===== src/rtl/handshake_pkg.sv =====
// rtl/handshake_pkg.sv - shared definitions for the pulse handshake transmitter
//
// Purpose : FSM state encoding and the default ack synchronizer depth shared
//           by pulse_handshake_tx and its bench.
// Contents: hs_state_e      - IDLE / REQ / WAIT_LOW four-phase states
//           SYNC_STAGES_DEF - default flop count of the ack synchronizer
package handshake_pkg;

  typedef enum logic [1:0] {
    ST_IDLE     = 2'd0,
    ST_REQ      = 2'd1,
    ST_WAIT_LOW = 2'd2
  } hs_state_e;

  localparam int SYNC_STAGES_DEF = 2;

endpackage


===== src/rtl/sync_chain.sv =====
// rtl/sync_chain.sv - multi-flop level synchronizer with synchronous clear
//
// Purpose : brings an asynchronous level into the clk domain through STAGES
//           back-to-back flops with no logic between them.
// Ports   : clk - destination clock
//           clr - synchronous active-high clear, zeroes every stage
//           d   - asynchronous input level
//           q   - synchronized level (last stage)
module sync_chain #(
  parameter int STAGES = 2
) (
  input  logic clk,
  input  logic clr,
  input  logic d,
  output logic q
);

  logic [STAGES-1:0] sync_q;

  always_ff @(posedge clk) begin
    if (clr) begin
      sync_q <= '0;
    end else begin
      sync_q <= {sync_q[STAGES-2:0], d};
    end
  end

  assign q = sync_q[STAGES-1];

endmodule


===== src/rtl/pulse_handshake_tx.sv =====
// rtl/pulse_handshake_tx.sv - event-to-four-phase-handshake transmitter with event queue
//
// Purpose : turns single-cycle event strobes into four-phase req/ack
//           handshakes toward another clock domain. Events arriving while a
//           handshake is in flight are counted and launched later.
// Ports   : clk         - clock, all state on its rising edge
//           clr         - synchronous active-high reset
//           event_in    - single-cycle event strobe
//           ack_async   - acknowledge level from the receiving domain
//           req_out     - registered request level, high exactly in REQ
//           busy        - FSM not idle or events still queued
//           pending     - number of queued, unlaunched events
//           overflow    - sticky: an event was dropped at a full counter
//           timeout_err - (ACK_TIMEOUT_EN only) sticky ack timeout flag
// Config  : define ACK_TIMEOUT_EN to add the ack timeout counter and the
//           timeout_err port; otherwise the FSM waits on ack indefinitely.
module pulse_handshake_tx
  import handshake_pkg::*;
#(
  parameter int SYNC_STAGES    = SYNC_STAGES_DEF,
  parameter int CNT_W          = 4,
  parameter int TIMEOUT_CYCLES = 255
) (
  input  logic             clk,
  input  logic             clr,
  input  logic             event_in,
  input  logic             ack_async,
  output logic             req_out,
  output logic             busy,
  output logic [CNT_W-1:0] pending,
  output logic             overflow
`ifdef ACK_TIMEOUT_EN
  ,
  output logic             timeout_err
`endif
);

  // Elaboration-time parameter legality checks.
  if (SYNC_STAGES < 2 || SYNC_STAGES > 4) begin : g_bad_sync_stages
    $error("pulse_handshake_tx: SYNC_STAGES must be 2..4");
  end
  if (TIMEOUT_CYCLES < 1) begin : g_bad_timeout
    $error("pulse_handshake_tx: TIMEOUT_CYCLES must be at least 1");
  end

  hs_state_e        state_q, state_d;
  logic [CNT_W-1:0] pending_q, pending_d;
  logic             overflow_q, overflow_d;
  logic             req_q;
  logic             ack_s;
  logic             has_work;
  logic             launch;
  logic             tmo_hit;

  sync_chain #(
    .STAGES (SYNC_STAGES)
  ) u_ack_sync (
    .clk (clk),
    .clr (clr),
    .d   (ack_async),
    .q   (ack_s)
  );

  // Something to send: a fresh event this cycle or one already queued.
  assign has_work = event_in || (pending_q != '0);

`ifdef ACK_TIMEOUT_EN
  localparam int TMO_W = $clog2(TIMEOUT_CYCLES + 1);

  logic [TMO_W-1:0] tmo_cnt_q, tmo_cnt_d;
  logic             tmo_err_q, tmo_err_d;

  // The counter holds the number of edges spent in the current REQ or
  // WAIT_LOW visit; the edge that would make it TIMEOUT_CYCLES aborts.
  assign tmo_hit = (state_q != ST_IDLE) &&
                   (tmo_cnt_q == TMO_W'(TIMEOUT_CYCLES - 1));

  always_comb begin
    tmo_cnt_d = tmo_cnt_q;
    tmo_err_d = tmo_err_q;
    if ((state_d != state_q) && (state_d != ST_IDLE)) begin
      tmo_cnt_d = '0;
    end else if (state_q != ST_IDLE && state_d != ST_IDLE) begin
      tmo_cnt_d = tmo_cnt_q + TMO_W'(1);
    end else begin
      tmo_cnt_d = '0;
    end
    if (tmo_hit) begin
      tmo_err_d = 1'b1;
    end
  end

  always_ff @(posedge clk) begin
    if (clr) begin
      tmo_cnt_q <= '0;
      tmo_err_q <= 1'b0;
    end else begin
      tmo_cnt_q <= tmo_cnt_d;
      tmo_err_q <= tmo_err_d;
    end
  end

  assign timeout_err = tmo_err_q;
`else
  assign tmo_hit = 1'b0;
`endif

  // Next-state logic. A timeout takes priority over a same-cycle ack change.
  always_comb begin
    state_d = state_q;
    case (state_q)
      ST_IDLE: begin
        if (has_work) begin
          state_d = ST_REQ;
        end
      end
      ST_REQ: begin
        if (tmo_hit) begin
          state_d = ST_IDLE;
        end else if (ack_s) begin
          state_d = ST_WAIT_LOW;
        end
      end
      ST_WAIT_LOW: begin
        if (tmo_hit) begin
          state_d = ST_IDLE;
        end else if (!ack_s) begin
          state_d = has_work ? ST_REQ : ST_IDLE;
        end
      end
      default: begin
        state_d = ST_IDLE;
      end
    endcase
  end

  assign launch = (state_d == ST_REQ) && (state_q != ST_REQ);

  // Queue bookkeeping. A launch takes the same-cycle event if there is one,
  // otherwise it pops a queued event; launches without an event only occur
  // with pending > 0, so the decrement cannot wrap.
  always_comb begin
    pending_d  = pending_q;
    overflow_d = overflow_q;
    if (launch) begin
      if (!event_in) begin
        pending_d = pending_q - CNT_W'(1);
      end
    end else if (event_in) begin
      if (pending_q == '1) begin
        overflow_d = 1'b1;
      end else begin
        pending_d = pending_q + CNT_W'(1);
      end
    end
  end

  always_ff @(posedge clk) begin
    if (clr) begin
      state_q    <= ST_IDLE;
      req_q      <= 1'b0;
      pending_q  <= '0;
      overflow_q <= 1'b0;
    end else begin
      state_q    <= state_d;
      req_q      <= (state_d == ST_REQ);
      pending_q  <= pending_d;
      overflow_q <= overflow_d;
    end
  end

  assign req_out  = req_q;
  assign pending  = pending_q;
  assign overflow = overflow_q;
  assign busy     = (state_q != ST_IDLE) || (pending_q != '0);

endmodule


===== config.mk =====
export PLATFORM = sky130hd
export DESIGN_NAME = pulse_handshake_tx
export DESIGN_NICKNAME = d
export VERILOG_FILES = /design/src/rtl/handshake_pkg.sv /design/src/rtl/sync_chain.sv /design/src/rtl/pulse_handshake_tx.sv
export SDC_FILE = /design/constraint.sdc
export NUM_CORES = 1
export LEC_CHECK = 0
export CAP_MARGIN = 20
export CELL_PAD_IN_SITES_DETAIL_PLACEMENT = 0
export CELL_PAD_IN_SITES_GLOBAL_PLACEMENT = 1
export CORE_UTILIZATION = 31
export DETAILED_ROUTE_END_ITERATION = 6
export HOLD_SLACK_MARGIN = 0.15
export PLACE_DENSITY_LB_ADDON = 0.1
export SYNTH_ARGS = -nofsm -noshare
export SYNTH_HDL_FRONTEND = slang
export SYNTH_SLANG_ARGS = --single-unit

===== constraint.sdc =====
create_clock -name clk -period 1.9 [get_ports clk]
set_input_delay 0.19 -clock clk [delete_from_list [all_inputs] [get_ports clk]]
set_output_delay 0.19 -clock clk [all_outputs]
set_load 0.01 [all_outputs]

==> impl_metrics.py <==
metrics = {
    "run_status": {
        "status": "finished clean",
    },
    "timing": {
        "setup_viol": 0,
        "tightestPinTransition_ps": 527,
        "max_freq_ghz": 0.527,
        "rsz0062_at_grt": "yes",
        "slew_viol_final": 0,
        "period_share_pct": 99.8,
        "relSlewSlack_pct": 64.6,
        "hold_viol": 0,
        "fin_skew_ps": 1.65,
        "finalCriticalPeriod_ps": 1900,
        "whs_ps": 439,
    },
    "placed_design": {
        "gp_congestion": 0.743,
        "hpwl_um": 877,
        "place_inst": 92,
        "io_buffers": 10,
    },
    "yosys": {
        "synth-seq-cells": 10,
        "synth_edf_count": 0,
        "synthAdderAreaFrac_pct": 8.87,
        "async_flop_share_pct": 0,
        "postSynthAreaPerCell_sq_um": 8.61,
        "netlist_area_sq_um": 508,
        "ys.flop_type": "dfxtp_1",
        "synthMuxAreaShare_pct": 1.97,
        "synth_xor_area_share_pct": 3.45,
        "syn-num-nets": 66,
        "synth_top_family_by_area": "simple AND/OR/NAND/NOR gates",
        "synth_warnings": 0,
        "synth_cell_types": 28,
        "synth.yosys.seq_area_share_pct": 39.4,
        "synth_compound_area_share_pct": 16.3,
        "syn_inst": 59,
        "synth-simple-area-share_pct": 26.4,
    },
    "worst_hold_path": {
        "hold_class": "flip-flop to flip-flop",
    },
    "cts": {
        "htree_levels": 1,
        "cts_setup_buffers": 0,
        "cts.hold.buffers_added": 0,
        "cts_sinks": 10,
        "cts_buffers": 3,
        "cts_tree": "built",
        "clockBufferDepth": 2,
        "clk_latency_ps": 260,
        "root_buffer": "clkbuf_4",
        "clk_pin_slew_worst_paths_ps": 60,
    },
    "pwr": {
        "power_frac_seq_pct": 25.0,
        "power_mw": 1.15,
        "p_comb_share_pct": 62.6,
        "switching_share_pct": 37.7,
        "power_frac_clock_pct": 12.4,
        "p_switching_mw": 0.434,
        "p_per_area_nw_per_um2": 1520,
        "p_int_mw": 0.718,
        "p_leak_nw": 0.309,
        "vdd_drop_max_mv": 0.464,
    },
    "drt": {
        "vias": 513,
        "drt_iter0_drc": 9,
        "routedWlPerCell_um": 12.7,
        "drt_first_pass_iters": 4,
        "drc": 0,
        "ant_nets": 0,
        "viasPerCell": 5.40,
        "finalWirelength_um": 1210,
    },
    "grt": {
        "grtUsageMet1_pct": 21.3,
        "grtUsageMet3_pct": 6.90,
        "met2_usage_pct": 21.8,
        "grt_pass1_wl_um": 2070,
        "grt_remaining_overflow": 0,
        "antenna_found_initial": 0,
        "grt_pass1_vias": 470,
        "grt_max_degree": 10,
        "gr-max-usage-layer": "met2",
        "grt_use_total_pct": 16.0,
    },
    "cells_and_area": {
        "fin_cells": 95,
        "drive_gt1_share_pct": 29.1,
        "fin_nets": 88,
        "syn_to_final_growth_pct": 49.0,
        "antenna_cells": 0,
        "fin_util_pct": 49.7,
    },
    "floorplanning": {
        "die_x_um": 42.5,
        "die_height_um": 42.5,
        "die_area_sq_um": 1800,
        "initial_core_util_pct": 33.3,
        "fp-row-count": 14,
        "core_sq_um": 1520,
        "boundaryPins": 11,
    },
    "worst_setup_path": {
        "worstPathRequired_ps": 2050,
        "worstSetupPathType": "flip-flop to flip-flop",
        "start_kind": "flip-flop",
        "cp.arrival_ps": 2040,
        "cp_max_fo": 3,
        "end_kind": "flip-flop",
    },
    "run": {
        "drv_cap": 0,
    },
}
[area by class of cell]
cell class,instances,area [sq um]
sequential,10,204
timing repair buffer,18,159
tap,16,20.0
inverter,4,15.0
clock buffer,3,22.5
fill,170,767
multi-input combinational,44,337
[through the flow]
step | worst slack [ps] | area [sq um] | TNS, ps
floorplan | -42.7 | 539 | -42.7
global placement | -39.6 | 716 | -42.3
detailed placement | -49.9 | 716 | -49.9
CTS | -4.82 | 753 | -4.82
global route | -114 | 757 | -219
finish | 4.18 | 757 | 0
[cell families (layout without fill, tap and decap cells)]
group | count (synthesis) | count (layout)
and+or+nand+nor | 25 | 25
AOI/OAI and AO/OA | 13 | 13
DFF | 10 | 10
buffers and inverters | 5 | 25
adders and majority gates | 3 | 3
xor gates and xnor gates | 2 | 2
muxes | 1 | 1
[cell usage after synthesis, drive strengths merged, types with 2 or more instances]
| cell | count | area [sq um] |
|---|---|---|
| a21oi | 6 | 30.0 |
| ha | 2 | 25.0 |
| dfxtp | 10 | 200 |
| or3 | 2 | 12.5 |
| nand2 | 3 | 11.3 |
| xnor2 | 2 | 17.5 |
| nor3 | 4 | 20.0 |
| nor2 | 3 | 11.3 |
| inv | 4 | 15.0 |
| nor2b | 2 | 12.5 |
| nand3 | 4 | 20.0 |
[power by group through the flow]
| stage | registers [mW] | clock network [mW] | logic (mW) |
|---|---|---|---|
| after floorplan | 0.333 | 0 | 0.365 |
| after global placement | 0.292 | 0 | 0.653 |
| after detailed placement | 0.292 | 0 | 0.666 |
| after CTS | 0.288 | 0.150 | 0.704 |
| after global routing | 0.294 | 0.160 | 0.798 |
| final | 0.288 | 0.143 | 0.722 |
[path summary, 6_finish.rpt]
path / start / endpoint / slack (ps) / depth (start not counted)
setup / recovery: pending[2]$_SDFFE_PP0P_ / pending[3]$_SDFFE_PP0P_ / 4 / 8
hold / removal: u_ack_sync.sync_q[0]$_SDFF_PP0_ / u_ack_sync.sync_q[1]$_SDFF_PP0_ / 440 / 1
setup reg to reg: pending[2]$_SDFFE_PP0P_ / pending[3]$_SDFFE_PP0P_ / 4 / 8
hold reg to reg: u_ack_sync.sync_q[0]$_SDFF_PP0_ / u_ack_sync.sync_q[1]$_SDFF_PP0_ / 440 / 1
[layer usage]
| layer | share of wire [%] | up-vias | wire length [um] |
|---|---|---|---|
| met5 | 0 | - | 0 |
| met4 | 1.5 | 0 | 18 |
| li1 | - | 252 | - |
| met2 | 43 | 12 | 521 |
| met3 | 5.8 | 4 | 70 |
| met1 | 49 | 245 | 596 |
[critical path, stage by stage (launching register included)]
cell and delay, ps:
dfxtp_2 320, or4_4 550, o21bai_4 150, inv_2 70, ha_4 290, nand3_2 100, and2_4 150, nand3_1 70
o211ai_1 80
[sequential cells by signal, indices dropped and copies added (netlist names)]
| name | cells |
|---|---|
| pending | 4 |
| state_q | 2 |
| u_ack_sync.sync_q | 2 |
| overflow | 1 |
| req_out | 1 |
[cell usage in the layout (no fill, tap or decap), types with 2 or more instances in the layout]
cell,count
clkbuf_4,3
inv_1,3
nand2_1,3
dfxtp_1,7
nor2b_1,2
xnor2_1,2
or3_1,2
dfxtp_2,3
nor3_1,4
nor2_1,3
clkdlybuf4s50_1,9
a21oi_1,5
nand3_1,3
buf_4,7
[what timing repair did]
item | CTS | global route
endpoints found under the hold margin | 0 | 0
pin swaps | 4 | 2
gates resized for setup | 6 | 4
setup endpoints to repair | 3 | 4
No activity file was read; power rests on OpenSTA's default activity.
